## src/rtl/key_debounce_pkg.sv

```systemverilog
// Shared state encoding and counter-width helper for the key debounce array.
package key_debounce_pkg;

    typedef enum logic [2:0] {
        IDLE     = 3'd0,
        PRESS_DB = 3'd1,
        HELD     = 3'd2,
        REPEAT   = 3'd3,
        REL_DB   = 3'd4
    } kd_state_t;

    // Width of a counter that must reach the largest of three terminal values.
    function automatic int kd_cw(input int a, input int b, input int c);
        int m;
        m = a;
        if (b > m) m = b;
        if (c > m) m = c;
        return $clog2(m + 1);
    endfunction

endpackage

```

## src/rtl/key_debounce_chan.sv

```systemverilog
// One key channel: 2-FF synchroniser, polarity normalise, debounce/auto-repeat FSM.
// Latency: 2 sync cycles + DB_TICKS ticks to a press/release pulse; no backpressure, outputs registered.
module key_debounce_chan
    import key_debounce_pkg::*;
#(
    parameter bit ACTIVE_LOW = 1'b1,
    parameter int DB_TICKS   = 250,
    parameter int REP_DELAY  = 30000,
    parameter int REP_PERIOD = 8000
) (
    input  logic i_clk,
    input  logic i_rst,
    input  logic i_key,
    input  logic i_rep_en,
    input  logic i_tick,
    output logic o_level,
    output logic o_press,
    output logic o_repeat,
    output logic o_release
);

    localparam int CW = kd_cw(DB_TICKS, REP_DELAY, REP_PERIOD);
    localparam logic [CW-1:0] DB_LAST  = CW'(DB_TICKS - 1);
    localparam logic [CW-1:0] RD_LAST  = CW'(REP_DELAY - 1);
    localparam logic [CW-1:0] RP_LAST  = CW'(REP_PERIOD - 1);
    localparam logic [CW-1:0] CNT_ONE  = CW'(1);

    logic [1:0]    r_sync;
    kd_state_t     r_state;
    logic [CW-1:0] r_cnt;
    logic          r_level;
    logic          r_press;
    logic          r_repeat;
    logic          r_release;
    logic          w_act;

    assign w_act = r_sync[1] ^ ACTIVE_LOW;

    // Sync flops reset to the released level so a key held through reset re-debounces.
    always_ff @(posedge i_clk) begin
        if (i_rst) begin
            r_sync    <= {2{ACTIVE_LOW}};
            r_state   <= IDLE;
            r_cnt     <= '0;
            r_level   <= 1'b0;
            r_press   <= 1'b0;
            r_repeat  <= 1'b0;
            r_release <= 1'b0;
        end else begin
            r_sync    <= {r_sync[0], i_key};
            r_press   <= 1'b0;
            r_repeat  <= 1'b0;
            r_release <= 1'b0;
            case (r_state)
                IDLE: begin
                    if (w_act) begin
                        r_state <= PRESS_DB;
                        r_cnt   <= '0;
                    end
                end
                PRESS_DB: begin
                    if (!w_act) begin
                        r_state <= IDLE;
                    end else if (i_tick) begin
                        if (r_cnt == DB_LAST) begin
                            r_state <= HELD;
                            r_cnt   <= '0;
                            r_level <= 1'b1;
                            r_press <= 1'b1;
                        end else begin
                            r_cnt <= r_cnt + CNT_ONE;
                        end
                    end
                end
                HELD: begin
                    if (!w_act) begin
                        r_state <= REL_DB;
                        r_cnt   <= '0;
                    end else if (!i_rep_en) begin
                        r_cnt <= '0;
                    end else if (i_tick) begin
                        if (r_cnt == RD_LAST) begin
                            r_state  <= REPEAT;
                            r_cnt    <= '0;
                            r_press  <= 1'b1;
                            r_repeat <= 1'b1;
                        end else begin
                            r_cnt <= r_cnt + CNT_ONE;
                        end
                    end
                end
                REPEAT: begin
                    if (!w_act) begin
                        r_state <= REL_DB;
                        r_cnt   <= '0;
                    end else if (!i_rep_en) begin
                        r_state <= HELD;
                        r_cnt   <= '0;
                    end else if (i_tick) begin
                        if (r_cnt == RP_LAST) begin
                            r_cnt    <= '0;
                            r_press  <= 1'b1;
                            r_repeat <= 1'b1;
                        end else begin
                            r_cnt <= r_cnt + CNT_ONE;
                        end
                    end
                end
                REL_DB: begin
                    // A short glitch back to pressed keeps the level and restarts the repeat delay.
                    if (w_act) begin
                        r_state <= HELD;
                        r_cnt   <= '0;
                    end else if (i_tick) begin
                        if (r_cnt == DB_LAST) begin
                            r_state   <= IDLE;
                            r_cnt     <= '0;
                            r_level   <= 1'b0;
                            r_release <= 1'b1;
                        end else begin
                            r_cnt <= r_cnt + CNT_ONE;
                        end
                    end
                end
                default: begin
                    r_state <= IDLE;
                    r_cnt   <= '0;
                end
            endcase
        end
    end

    assign o_level   = r_level;
    assign o_press   = r_press;
    assign o_repeat  = r_repeat;
    assign o_release = r_release;

endmodule

```

## src/rtl/key_debounce_array.sv

```systemverilog
// N-key conditioner: shared tick prescaler feeding one debounce/auto-repeat channel per key.
// Latency: 2 sync cycles + DB_TICKS ticks per event; no backpressure, all outputs registered.
module key_debounce_array
    import key_debounce_pkg::*;
#(
    parameter int N_KEYS     = 5,
    parameter bit ACTIVE_LOW = 1'b1,
    parameter int TICK_DIV   = 1000,
    parameter int DB_TICKS   = 250,
    parameter int REP_DELAY  = 30000,
    parameter int REP_PERIOD = 8000
) (
    input  logic              clk,
    input  logic              rst,
    input  logic [N_KEYS-1:0] key_in,
    input  logic [N_KEYS-1:0] rep_en,
    output logic [N_KEYS-1:0] key_level,
    output logic [N_KEYS-1:0] key_press,
    output logic [N_KEYS-1:0] key_repeat,
    output logic [N_KEYS-1:0] key_release
);

    localparam int TW = $clog2(TICK_DIV);
    localparam logic [TW-1:0] TICK_LAST = TW'(TICK_DIV - 1);
    localparam logic [TW-1:0] TICK_ONE  = TW'(1);

    logic [TW-1:0] r_tick_cnt;
    logic          w_tick;

    assign w_tick = (r_tick_cnt == TICK_LAST);

    always_ff @(posedge clk) begin
        if (rst) begin
            r_tick_cnt <= '0;
        end else if (w_tick) begin
            r_tick_cnt <= '0;
        end else begin
            r_tick_cnt <= r_tick_cnt + TICK_ONE;
        end
    end

    for (genvar g = 0; g < N_KEYS; g++) begin : g_chan
        key_debounce_chan #(
            .ACTIVE_LOW (ACTIVE_LOW),
            .DB_TICKS   (DB_TICKS),
            .REP_DELAY  (REP_DELAY),
            .REP_PERIOD (REP_PERIOD)
        ) u_chan (
            .i_clk     (clk),
            .i_rst     (rst),
            .i_key     (key_in[g]),
            .i_rep_en  (rep_en[g]),
            .i_tick    (w_tick),
            .o_level   (key_level[g]),
            .o_press   (key_press[g]),
            .o_repeat  (key_repeat[g]),
            .o_release (key_release[g])
        );
    end

endmodule

```

## config.mk

```make
export PLATFORM = sky130hd
export DESIGN_NAME = key_debounce_array
export DESIGN_NICKNAME = d
export VERILOG_FILES = /design/src/rtl/key_debounce_pkg.sv /design/src/rtl/key_debounce_chan.sv /design/src/rtl/key_debounce_array.sv
export SDC_FILE = /design/constraint.sdc
export NUM_CORES = 1
export LEC_CHECK = 0
export ABC_AREA = 1
export CAP_MARGIN = 30
export CORE_MARGIN = 5
export CORE_UTILIZATION = 60
export CTS_CLUSTER_SIZE = 16
export DETAILED_ROUTE_END_ITERATION = 8
export PLACE_DENSITY = 0.75
export SLEW_MARGIN = 15
export SYNTH_ARGS = -nofsm -noshare
export SYNTH_HDL_FRONTEND = slang
export SYNTH_SLANG_ARGS = --single-unit
```

## constraint.sdc

```tcl
create_clock -name clk -period 2.3 [get_ports clk]
set_clock_uncertainty 0.05 [all_clocks]
set_input_delay 0.46 -clock clk [delete_from_list [all_inputs] [get_ports clk]]
set_output_delay 0.46 -clock clk [all_outputs]
set_load 0.03 [all_outputs]
```

==> results.sh, run 1 <==
export IMPL_status="finished clean"
export IMPL_syn_area_um2=8610
export IMPL_maxCapViolCount=0
export IMPL_holdBufCountCts=0
export IMPL_r2r_end="g_chan[1].u_chan.r_cnt[10]"
export IMPL_die_x_um=130
export IMPL_worstPathMaxFanout=20
export IMPL_combPwrFrac_pct=30.4
export IMPL_grt_pass1_wl_um=39100
export IMPL_cts_max_level=4
export IMPL_netlist_top_cells_area="dfxtp_1 30%, nand2_1 18%, nor2_1 9.0%, inv_1 7.6%, nand3_1 7.5%"
export IMPL_synth_nets=1463
export IMPL_hold_violations=0
export IMPL_vias=9332
export IMPL_synth_edf_count=0
export IMPL_final_nets=1504
export IMPL_cp_startpoint="r_tick_cnt[0]"
export IMPL_io_buffers=31
export IMPL_grt_use_total_pct=28.4
export IMPL_yosysTopAreaCell="dfxtp_1"
export IMPL_holdCritPathClass="input pin to flop"
export IMPL_r2r_start="r_tick_cnt[0]"
export IMPL_cts_tree="built"
export IMPL_p_per_area_nw_per_um2=772
export IMPL_finalPower_mw=7.59
export IMPL_slew_viol_final=0
export IMPL_internal_power_mw=4.92
export IMPL_synth_warnings=0
export IMPL_p_leak_nw=4.08
export IMPL_ir_drop_uv=639
export IMPL_grt_max_degree=54
export IMPL_cts_buffers=17
export IMPL_synthFlopType="dfxtp_1"
export IMPL_die_y_um=130
export IMPL_ys_types=46
export IMPL_grt_pass1_vias=8457
export IMPL_viasPerCell=5.58
export IMPL_grt_overflow=0
export IMPL_ys_seq_area_share_pct=30.2
export IMPL_avgSynthCellArea_um2=5.99
export IMPL_fin_crit_ns=2.15
export IMPL_clkLatencyLatePin_ns=0.42
export IMPL_critPathArrivalTime_ns=2.45
export IMPL_drive_above_1_share_pct=9.32
export IMPL_p_sw_mw=2.67
export IMPL_gp_congestion=0.978
export IMPL_seq_power_share_pct=31.9
export IMPL_layout_commonest_cell="nand2_1"
export IMPL_start_kind="flop"
export IMPL_end_kind="flop"
export IMPL_cts_sinks=130
export IMPL_dpl_hpwl_um=17100
export IMPL_tightest_slew_ns=0.461
export IMPL_drc=0
export IMPL_floorplan_initialDensity_pct=61.6
export IMPL_cp_endpoint="g_chan[1].u_chan.r_cnt[10]"
export IMPL_core_rowCount=43
export IMPL_rrSetupSlack_ns=0.15
export IMPL_post_drt_wl_per_cell_um=14.1
export IMPL_sw_frac_of_total_pct=35.1
export IMPL_critPathKind="flop to flop"
export IMPL_cts_clk_slew_worst_paths_ns=0.06
export IMPL_period_share_pct=93.5
export IMPL_clock_power_share_pct=37.6
export IMPL_first_pass_iters=6
export IMPL_antenna_found_initial=0
export IMPL_areaGrowthSynthToFinish_pct=14.2
export IMPL_synth_seq_cells=130
export IMPL_clockBufferDepth=2
export IMPL_postRouteAntennaNets=0
export IMPL_core_area_um2=14000
export IMPL_final_setup_viol_count=0
export IMPL_wirelength_um=23500
export IMPL_ff2ff_path_depth=12
export IMPL_whs_ns=0.290
export IMPL_fmax_ghz=0.465
export IMPL_worstPathRequired_ns=2.60
export IMPL_drt_initial_drc_count=907
export IMPL_async_reset_ff_share_pct=0
export IMPL_synth_top_cell_area_share_pct=30.2
export IMPL_ios=32
export IMPL_syn_inst=1438
export IMPL_cts_root_buf="clkbuf_16"
export IMPL_dieArea_um2=16900
export IMPL_final_cell_mix="403 x nand2_1, 206 x nor2_1, 173 x inv_1"
export IMPL_post_route_util_pct=70.3
export IMPL_max_slew_margin_rel_pct=69.2
export IMPL_antennaDiodeCount=0
## cell type report
class / instances / area [um^2]
clock buffers: 22 / 464
clock inverters: 10 / 156
fillers: 1249 / 4150
inverters: 192 / 721
multi-input cells: 1069 / 5010
flip-flops and latches: 130 / 2600
well taps: 180 / 225
repair buffers: 69 / 653
## cells in the mapped netlist, types with 2 or more instances
cell and count:
nor3_2 5, xor2_1 4, o21ai_2 2, inv_2 16, o21ai_0 40, nor2_2 11
nor3b_1 2, a22oi_1 2, ha_1 13, a21oi_1 87, a211oi_1 3, a21oi_2 4
dfxtp_1 130, nor3_1 51, a31oi_1 5, nand3b_1 6, buf_2 7, o211ai_1 4
clkbuf_1 12, buf_4 23, nor2_4 2, nor2_1 207, nand3_2 5, o21bai_1 2
or2_2 13, buf_6 4, nand4_1 44, nand2_1 403, inv_1 175, nand2_2 6
o21ai_1 7, nand3_1 129
## routing by layer
layer / vias up / global-route usage (%) / wire length (um)
met4: 0 / 11.4 / 637
met5: - / 0 / 0
met1: 4171 / 37.3 / 10600
met2: 396 / 46.2 / 10700
met3: 67 / 5.28 / 1640
li1: 4698 / - / -
## worst max-delay path, stage by stage, from the launching register on
cell and delay, ns:
dfxtp_1 0.36, ha_1 0.18, nand2_1 0.08, inv_2 0.09, nand4_2 0.12, buf_12 0.19
nand2_1 0.07, nand2_1 0.19, inv_2 0.28, nand2_1 0.13, o21bai_1 0.16, inv_1 0.06
nor2_1 0.11
## per-stage QoR
step                      setup TNS [ns]  instance area, um^2  setup WS [ns]  cells
after floorplan                        0                 8610          0.537   1438
after global placement                 0                 9160          0.155   1638
after detailed placement               0                 9160          0.107   1638
after CTS                              0                 9780         0.0787   1670
after global routing            -0.00427                 9840       -0.00427   1672
final                                  0                 9840          0.149   1672
## sequential cells by signal, summed over array words and instances (netlist names)
register,cells
g_chan.u_chan.o_release,5
g_chan.u_chan.o_repeat,5
g_chan.u_chan.r_sync,10
g_chan.u_chan.r_state,15
r_tick_cnt,10
g_chan.u_chan.o_level,5
g_chan.u_chan.r_cnt,75
g_chan.u_chan.o_press,5
## kinds of logic after synthesis
| group | Yosys count | share of synthesized area (%) |
|---|---|---|
| AO/OA/AOI/OAI | 161 | 10.3 |
| AND/OR/NAND/NOR | 890 | 45.2 |
| flip-flops | 130 | 30.2 |
| adder cells (fa/ha/maj) | 13 | 1.89 |
| buffers and inverters | 239 | 11.9 |
| XOR/XNOR | 5 | 0.508 |
## power groups by stage
stage	logic, mW	registers, mW	clock network, mW
detailed placement	2.22	2.47	0
CTS	2.24	2.42	2.89
global placement	2.20	2.47	0
finish	2.31	2.42	2.86
global route	2.59	2.43	3.02
floorplan	1.60	2.45	0
## timing repair
item,in CTS,in global routing
setup endpoints to repair,0,25
resized for setup,0,6
setup buffers,0,2
endpoints found under the hold margin,0,0
## worst min-delay path by stage
stage / startpoint / cells after the start / endpoint / slack (ns)
CTS: rst / 2 / g_chan[2].u_chan.r_cnt[1] / 0.28
global placement: g_chan[1].u_chan.r_sync[0] / 1 / g_chan[1].u_chan.r_sync[1] / 0.34
detailed placement: g_chan[4].u_chan.r_sync[0] / 1 / g_chan[4].u_chan.r_sync[1] / 0.34
finish: rst / 2 / g_chan[2].u_chan.r_cnt[1] / 0.29
floorplan: g_chan[0].u_chan.r_sync[0] / 1 / g_chan[0].u_chan.r_sync[1] / 0.34
global route: rst / 2 / g_chan[2].u_chan.r_cnt[1] / 0.29
Power figures use the tool's default switching activity.
==> run 2: changes to the inputs <==
SKIP_LAST_GASP = 1   (was not set)
==> results of run 2 <==
The final DEF is identical to that of run 1; final timing and power are the same.
==> run 3: changes to the inputs <==
HOLD_SLACK_MARGIN = 0.12   (was not set)
==> results of run 3 <==
The final DEF is identical to that of run 1; final timing and power are the same.
